[src/rtl/bip_datapath_ext_if.sv]
// Handshake and bus bundle between the BIP control unit / data memory
// and the accumulator datapath.
interface bip_datapath_ext_if #(
    parameter int DATA_W    = 16,
    parameter int OPERAND_W = 11,
    parameter int ADDR_W    = 11
) ();
    logic                 i_valid;
    logic                 o_ready;
    logic [1:0]           i_sel_a;
    logic                 i_sel_b;
    logic                 i_write_acc;
    logic [2:0]           i_op;
    logic [OPERAND_W-1:0] i_operando;
    logic [DATA_W-1:0]    i_memory_data;
    logic [DATA_W-1:0]    o_memory_data;
    logic [ADDR_W-1:0]    o_data_addr;
    logic [3:0]           o_flags;
    logic                 o_done;

    // Control unit / memory side.
    modport master (
        output i_valid, i_sel_a, i_sel_b, i_write_acc, i_op, i_operando, i_memory_data,
        input  o_ready, o_memory_data, o_data_addr, o_flags, o_done
    );

    // Datapath side.
    modport slave (
        input  i_valid, i_sel_a, i_sel_b, i_write_acc, i_op, i_operando, i_memory_data,
        output o_ready, o_memory_data, o_data_addr, o_flags, o_done
    );
endinterface

[src/rtl/bip_datapath_ext.sv]
// BIP accumulator datapath: ALU (add/sub/logic), serial one-bit-per-clock
// shifts, registered {N,Z,C,V} flags and a valid/ready handshake.
module bip_datapath_ext #(
    parameter int DATA_W    = 16,
    parameter int OPERAND_W = 11,
    parameter int ADDR_W    = 11
) (
    input  logic             i_clk,
    input  logic             i_reset,
    bip_datapath_ext_if.slave bus
);
    localparam int CNT_W = $clog2(DATA_W + 1);

    typedef enum logic {IDLE, SHIFT} state_t;
    typedef enum logic [2:0] {
        OP_ADD = 3'b000, OP_SUB = 3'b001, OP_AND = 3'b010, OP_OR = 3'b011,
        OP_XOR = 3'b100, OP_SHL = 3'b101, OP_SRA = 3'b110, OP_RSV = 3'b111
    } op_t;

    state_t            state;
    logic [DATA_W-1:0] acc;
    logic [CNT_W-1:0]  cnt;
    logic              shift_left;
    logic              flag_n, flag_z, flag_c, flag_v;
    logic              done;

    op_t               op;
    logic [DATA_W-1:0] ext;
    logic [DATA_W-1:0] b_opnd;
    logic [DATA_W-1:0] load_val;
    logic [DATA_W:0]   sum;
    logic [DATA_W:0]   diff;
    logic [DATA_W-1:0] alu_res;
    logic              alu_c, alu_v;
    logic              is_shift;
    logic [CNT_W-1:0]  amt;
    logic [DATA_W-1:0] shift_val;
    logic              shift_out;

    assign op       = op_t'(bus.i_op);
    assign ext      = DATA_W'($signed(bus.i_operando));
    assign b_opnd   = bus.i_sel_b ? ext : bus.i_memory_data;
    assign load_val = bus.i_sel_a[0] ? ext : bus.i_memory_data;
    assign is_shift = (bus.i_sel_a == 2'b10) && ((op == OP_SHL) || (op == OP_SRA));

    assign bus.o_ready       = (state == IDLE);
    assign bus.o_memory_data = acc;
    assign bus.o_data_addr   = bus.i_operando[ADDR_W-1:0];
    assign bus.o_flags       = {flag_n, flag_z, flag_c, flag_v};
    assign bus.o_done        = done;

    // ALU result with carry/borrow and signed overflow from a DATA_W+1 adder.
    always_comb begin
        sum     = {1'b0, acc} + {1'b0, b_opnd};
        diff    = {1'b0, acc} - {1'b0, b_opnd};
        alu_res = sum[DATA_W-1:0];
        alu_c   = sum[DATA_W];
        alu_v   = (acc[DATA_W-1] == b_opnd[DATA_W-1]) && (sum[DATA_W-1] != acc[DATA_W-1]);
        case (op)
            OP_SUB: begin
                alu_res = diff[DATA_W-1:0];
                alu_c   = diff[DATA_W];
                alu_v   = (acc[DATA_W-1] != b_opnd[DATA_W-1]) && (diff[DATA_W-1] != acc[DATA_W-1]);
            end
            OP_AND: begin
                alu_res = acc & b_opnd;
                alu_c   = 1'b0;
                alu_v   = 1'b0;
            end
            OP_OR: begin
                alu_res = acc | b_opnd;
                alu_c   = 1'b0;
                alu_v   = 1'b0;
            end
            OP_XOR: begin
                alu_res = acc ^ b_opnd;
                alu_c   = 1'b0;
                alu_v   = 1'b0;
            end
            default: ;
        endcase
    end

    // Shift amount saturated to DATA_W, and the next single-bit shift step.
    always_comb begin
        amt = b_opnd[CNT_W-1:0];
        if (b_opnd > DATA_W'(DATA_W)) begin
            amt = CNT_W'(DATA_W);
        end
        if (shift_left) begin
            shift_val = {acc[DATA_W-2:0], 1'b0};
            shift_out = acc[DATA_W-1];
        end else begin
            shift_val = {acc[DATA_W-1], acc[DATA_W-1:1]};
            shift_out = acc[0];
        end
    end

    // Handshake FSM, accumulator, flags and completion pulse.
    always_ff @(posedge i_clk or negedge i_reset) begin
        if (!i_reset) begin
            state      <= IDLE;
            acc        <= '0;
            cnt        <= '0;
            shift_left <= 1'b0;
            flag_n     <= 1'b0;
            flag_z     <= 1'b0;
            flag_c     <= 1'b0;
            flag_v     <= 1'b0;
            done       <= 1'b0;
        end else begin
            done <= 1'b0;
            case (state)
                IDLE: begin
                    if (bus.i_valid) begin
                        done <= 1'b1;
                        if (bus.i_write_acc) begin
                            case (bus.i_sel_a)
                                2'b00, 2'b01: begin
                                    acc    <= load_val;
                                    flag_n <= load_val[DATA_W-1];
                                    flag_z <= (load_val == '0);
                                end
                                2'b10: begin
                                    if (is_shift) begin
                                        if (amt == '0) begin
                                            flag_n <= acc[DATA_W-1];
                                            flag_z <= (acc == '0);
                                            flag_c <= 1'b0;
                                            flag_v <= 1'b0;
                                        end else begin
                                            // Completion is signalled from SHIFT instead.
                                            done       <= 1'b0;
                                            cnt        <= amt;
                                            shift_left <= (op == OP_SHL);
                                            state      <= SHIFT;
                                        end
                                    end else begin
                                        acc    <= alu_res;
                                        flag_n <= alu_res[DATA_W-1];
                                        flag_z <= (alu_res == '0);
                                        flag_c <= alu_c;
                                        flag_v <= alu_v;
                                    end
                                end
                                default: ;
                            endcase
                        end
                    end
                end
                SHIFT: begin
                    acc    <= shift_val;
                    flag_c <= shift_out;
                    cnt    <= cnt - CNT_W'(1);
                    if (cnt == CNT_W'(1)) begin
                        state  <= IDLE;
                        flag_n <= shift_val[DATA_W-1];
                        flag_z <= (shift_val == '0);
                        flag_v <= 1'b0;
                        done   <= 1'b1;
                    end
                end
                default: state <= IDLE;
            endcase
        end
    end
endmodule

[src/flat_wrapper.sv]
// flat-port wrapper written by rule: the top's interface ports become plain ports
module bip_datapath_ext_flat 
#(
    parameter int DATA_W    = 16,
    parameter int OPERAND_W = 11,
    parameter int ADDR_W    = 11
)
  (i_clk, i_reset, bus_i_valid, bus_i_sel_a, bus_i_sel_b, bus_i_write_acc, bus_i_op, bus_i_operando, bus_i_memory_data, bus_o_ready, bus_o_memory_data, bus_o_data_addr, bus_o_flags, bus_o_done);
  bip_datapath_ext_if #(.DATA_W(DATA_W), .OPERAND_W(OPERAND_W), .ADDR_W(ADDR_W)) bus_i ();
  input  logic i_clk;
  input  logic i_reset;
  input wire logic [$bits(bus_i.i_valid)-1:0] bus_i_valid;
  input wire logic [$bits(bus_i.i_sel_a)-1:0] bus_i_sel_a;
  input wire logic [$bits(bus_i.i_sel_b)-1:0] bus_i_sel_b;
  input wire logic [$bits(bus_i.i_write_acc)-1:0] bus_i_write_acc;
  input wire logic [$bits(bus_i.i_op)-1:0] bus_i_op;
  input wire logic [$bits(bus_i.i_operando)-1:0] bus_i_operando;
  input wire logic [$bits(bus_i.i_memory_data)-1:0] bus_i_memory_data;
  output wire logic [$bits(bus_i.o_ready)-1:0] bus_o_ready;
  output wire logic [$bits(bus_i.o_memory_data)-1:0] bus_o_memory_data;
  output wire logic [$bits(bus_i.o_data_addr)-1:0] bus_o_data_addr;
  output wire logic [$bits(bus_i.o_flags)-1:0] bus_o_flags;
  output wire logic [$bits(bus_i.o_done)-1:0] bus_o_done;
  assign bus_i.i_valid = bus_i_valid;
  assign bus_i.i_sel_a = bus_i_sel_a;
  assign bus_i.i_sel_b = bus_i_sel_b;
  assign bus_i.i_write_acc = bus_i_write_acc;
  assign bus_i.i_op = bus_i_op;
  assign bus_i.i_operando = bus_i_operando;
  assign bus_i.i_memory_data = bus_i_memory_data;
  assign bus_o_ready = bus_i.o_ready;
  assign bus_o_memory_data = bus_i.o_memory_data;
  assign bus_o_data_addr = bus_i.o_data_addr;
  assign bus_o_flags = bus_i.o_flags;
  assign bus_o_done = bus_i.o_done;
  bip_datapath_ext #(.DATA_W(DATA_W), .OPERAND_W(OPERAND_W), .ADDR_W(ADDR_W)) u_core (.i_clk(i_clk), .i_reset(i_reset), .bus(bus_i));
endmodule
[config.mk]
export PLATFORM = sky130hd
export DESIGN_NAME = bip_datapath_ext_flat
export DESIGN_NICKNAME = d
export VERILOG_FILES = /design/src/rtl/bip_datapath_ext_if.sv /design/src/rtl/bip_datapath_ext.sv /design/src/flat_wrapper.sv
export SDC_FILE = /design/constraint.sdc
export NUM_CORES = 1
export LEC_CHECK = 0
export CELL_PAD_IN_SITES_DETAIL_PLACEMENT = 1
export CELL_PAD_IN_SITES_GLOBAL_PLACEMENT = 1
export CORE_AREA = 5 5 108 120
export DETAILED_ROUTE_END_ITERATION = 10
export DIE_AREA = 0 0 113 125
export PLACE_DENSITY_LB_ADDON = 0.1
export SLEW_MARGIN = 0
export SYNTH_ARGS = -nofsm -noshare
export SYNTH_HDL_FRONTEND = slang
export SYNTH_SLANG_ARGS = --single-unit
export TNS_END_PERCENT = 20
[constraint.sdc]
create_clock -name i_clk -period 4.6 [get_ports i_clk]
set_clock_uncertainty 0.2 [all_clocks]
set_input_delay 0.46 -clock i_clk [delete_from_list [all_inputs] [get_ports i_clk]]
set_output_delay 0.46 -clock i_clk [all_outputs]
set_load 0.01 [all_outputs]
==> impl_metrics.env, run 1 <==
export IMPL_switching_share=0.5455
export IMPL_required_ps=4600
export IMPL_max_slew_margin_rel=0.4973
export IMPL_cp_arrival_ps=4370
export IMPL_synth_cell_types=89
export IMPL_cts_setup_buffers=0
export IMPL_setup_viol=0
export IMPL_crit_chain="clkdlybuf4s50_1 -> buf_4 -> mux2i_1 -> buf_4 -> inv_1 -> ha_1 -> a211o_1 -> a311oi_4 -> o21ai_0 -> a311o_1 -> mux2i_1 -> o21ai_1 -> nor4_1 -> nand4_1 -> o21ai_1"
export IMPL_grt_pass1_wl_mm=33.63
export IMPL_finalWorstSetupSlack_ps=226.6
export IMPL_fp_dieH_um=125
export IMPL_critPathTopFamily="compound AO/OA/AOI/OAI gates"
export IMPL_numCtsBuffers=3
export IMPL_critPathMaxFanout=10
export IMPL_seq_power_share=0.164
export IMPL_drtIter0Drc=325
export IMPL_outcome="finished clean"
export IMPL_fin_crit_ps=4373
export IMPL_cp_end_kind="flip-flop"
export IMPL_gp_congestion=0.9663
export IMPL_p_clk_frac=0.065
export IMPL_gr_usage_met3=0.04157
export IMPL_max_slew_worst_pin_slew_ps=752.1
export IMPL_final_antenna_net_count=0
export IMPL_cts_tree="yes"
export IMPL_ys_dominant_reg_cell="dfrtp_1"
export IMPL_grt_overflow=0
export IMPL_drv_slew=0
export IMPL_place_worst_setup_slack_ps=71.64
export IMPL_drt_wl_total_mm=21.94
export IMPL_h_tree_depth=1
export IMPL_hold_buffers=0
export IMPL_cts_sinks=28
export IMPL_yosys_warnings=0
export IMPL_critPathSlowestCell="clkdlybuf4s50_1"
export IMPL_grtUsageMet1=0.3893
export IMPL_num_fill_cells=1490
export IMPL_slowest_delay_ps=460
export IMPL_drive_gt1_frac=0.08755
export IMPL_first_pass_iters=6
export IMPL_cp_start_kind="input port"
export IMPL_syn_num_nets=779
export IMPL_hp_class="reg2reg"
export IMPL_grt_start_max_net_pins=41
export IMPL_fin_crit_sh=0.9507
export IMPL_total_power_mw=3.600
export IMPL_synth_edf_count=0
export IMPL_initial_core_util=0.4368
export IMPL_io_pins=70
export IMPL_ys_async_sr_fraction=1.000
export IMPL_vdd_drop_max_mv=0.2921
export IMPL_crit_buf_inv=4
export IMPL_path_class="in2reg"
export IMPL_fmax_ghz=0.2287
export IMPL_yosysMostFrequentCell="a21oi_1"
export IMPL_track_usage=0.2989
export IMPL_syn_area_per_cell_um2=7.539
export IMPL_power_density_nw_per_um2=595.6
export IMPL_final_util=0.5158
export IMPL_synth_seq_cells=28
export IMPL_synth_top_cells_by_count="a21oi_1, ha_1, inv_1"
export IMPL_num_nets_final=832
export IMPL_root_buffer="clkbuf_16"
export IMPL_synth_top_area_share=0.1491
export IMPL_p_leak_nw=2.547
export IMPL_yosys_top_cells_area="ha_1, dfrtp_1, a21oi_1"
export IMPL_area_delta_synth_final_pct=18.09
export IMPL_diodes=0
export IMPL_drv_cap=0
export IMPL_switchingPower_mw=1.964
export IMPL_num_rows=42
export IMPL_ys_seq_area_frac=0.1369
export IMPL_p_int_mw=1.637
export IMPL_combPwrFrac=0.771
export IMPL_setup_tns_ps=0
export IMPL_core_area_um2=11720
export IMPL_grt_busiest_layer="met2"
export IMPL_hold_viol=0
export IMPL_antenna_found_initial=0
export IMPL_die_area_um2=14130
export IMPL_grt_pass1_vias=5890
export IMPL_synth_largest_area_cell="ha_1"
export IMPL_netlist_instances=679
export IMPL_grtUsageMet2=0.5042
export IMPL_dp_hpwl_mm=17.33
export IMPL_clockBufferDepth=2
export IMPL_drc=0
export IMPL_syn_area_um2=5119
export IMPL_die_w_um=113
export IMPL_cts_resized=0
export IMPL_vias=5745
export IMPL_viasPerCell=6.492
export IMPL_rsz0062_at_grt="no"
export IMPL_clk_pin_slew_ps=80
export IMPL_wl_per_cell_um=24.79
export IMPL_io_buffers=69
export IMPL_clk_latency_ps=270
metal layers:
metal | wire length, um | part of all wire | up-vias
li1 | - | - | 2589
met1 | 9156 | 0.42 | 2828
met2 | 10410 | 0.47 | 263
met3 | 1454 | 0.066 | 65
met4 | 921 | 0.042 | 0
met5 | 0 | 0 | -
registers in the layout, indices dropped and copies added, names as in the netlist:
| name | flops |
|---|---|
| u_core.bus.o_done | 1 |
| u_core.bus.o_memory_data | 16 |
| u_core.cnt | 5 |
| u_core.flag_c | 1 |
| u_core.flag_n | 1 |
| u_core.flag_v | 1 |
| u_core.flag_z | 1 |
| u_core.shift_left | 1 |
| u_core.state | 1 |
layout by cell type (no fill, tap or decap), types with 5 or more instances in the layout:
cell	Yosys	layout
buf_4	15	30
o31ai_1	5	5
a31oi_1	11	11
nand2b_1	17	17
xor2_1	6	6
a211o_1	5	5
inv_1	53	53
nand4_1	6	6
o21a_1	6	6
a221oi_1	8	8
clkdlybuf4s50_1	0	69
a22oi_1	7	7
nand3_1	5	5
ha_1	61	61
o21ai_0	31	31
nor3_1	20	20
nand2_1	51	51
nor2b_1	11	11
o22ai_1	19	19
a21oi_1	64	64
xnor2_1	12	12
o211ai_1	8	8
mux2i_1	20	20
nor2_1	52	52
a211oi_1	20	20
dfrtp_1	28	28
nor4_1	12	12
worst register-to-register path: cells and delay by family (launching register included):
| family | cells | cell delay [ps] |
|---|---|---|
| AO/OA/AOI/OAI | 6 | 1660 |
| flip-flops | 1 | 620 |
| AND/OR/NAND/NOR | 2 | 620 |
| adder cells (fa/ha/maj) | 1 | 360 |
| buffers and inverters | 1 | 200 |
| multiplexers | 1 | 180 |
final timing paths:
path                            slack (ps)  cells after the start                     endpoint                         from
worst min-delay path                   300                      2                u_core.flag_c                u_core.flag_c
worst max register to register         710                     11                u_core.flag_z  u_core.bus.o_memory_data[1]
worst max-delay path                   230                     15                u_core.flag_z                  bus_i_sel_b
worst min register to register         300                      2                u_core.flag_c                u_core.flag_c
max in group asynchronous             3500                      2  u_core.bus.o_memory_data[4]                      i_reset
min in group asynchronous              390                      2                u_core.flag_c                      i_reset
cells by family after synthesis:
family                   after synthesis  share of synthesized area
AND/OR/NAND/NOR                      201                     0.2000
XOR/XNOR                              19                    0.03398
AO/OA/AOI/OAI                        241                     0.3337
flip-flops                            28                     0.1369
adder cells (fa/ha/maj)               63                     0.1569
buffers and inverters                104                    0.09191
multiplexers                          23                    0.04669
layout make-up:
class / count / area (um^2) / area share
Sequential cell: 28 / 700.7 / 0.1159
Tap cell: 154 / 192.7 / 0.03188
Inverter: 53 / 198.9 / 0.03291
Timing Repair Buffer: 99 / 915.9 / 0.1515
Clock buffer: 4 / 88.84 / 0.01470
Multi-Input combinational cell: 547 / 3948 / 0.6531
through the flow:
stage          instance area [um^2]  instances  hold WS, ps
2_1_floorplan                  5119        679       -35.59
3_3_place_gp                   5956        881        275.1
3_5_place_dp                   5956        881        283.7
4_1_cts                        6045        885        302.0
5_1_grt                        6045        885        331.6
6_report                       6045        885        295.7
power by group through the flow:
stage / Sequential [mW] / Clock, mW / Combinational (mW)
after floorplan: 0.541 / 0 / 1.82
after global placement: 0.580 / 0 / 2.63
after detailed placement: 0.592 / 0 / 2.72
after CTS: 0.587 / 0.237 / 2.74
after global routing: 0.606 / 0.249 / 2.99
final: 0.589 / 0.235 / 2.78
(Power assumes the default switching activity.)
==> inputs of run 2 (changes only) <==
Settings changed: TNS_END_PERCENT 20 to 100.
==> results of run 2 <==
The final DEF is identical to that of run 1; final timing and power are the same.
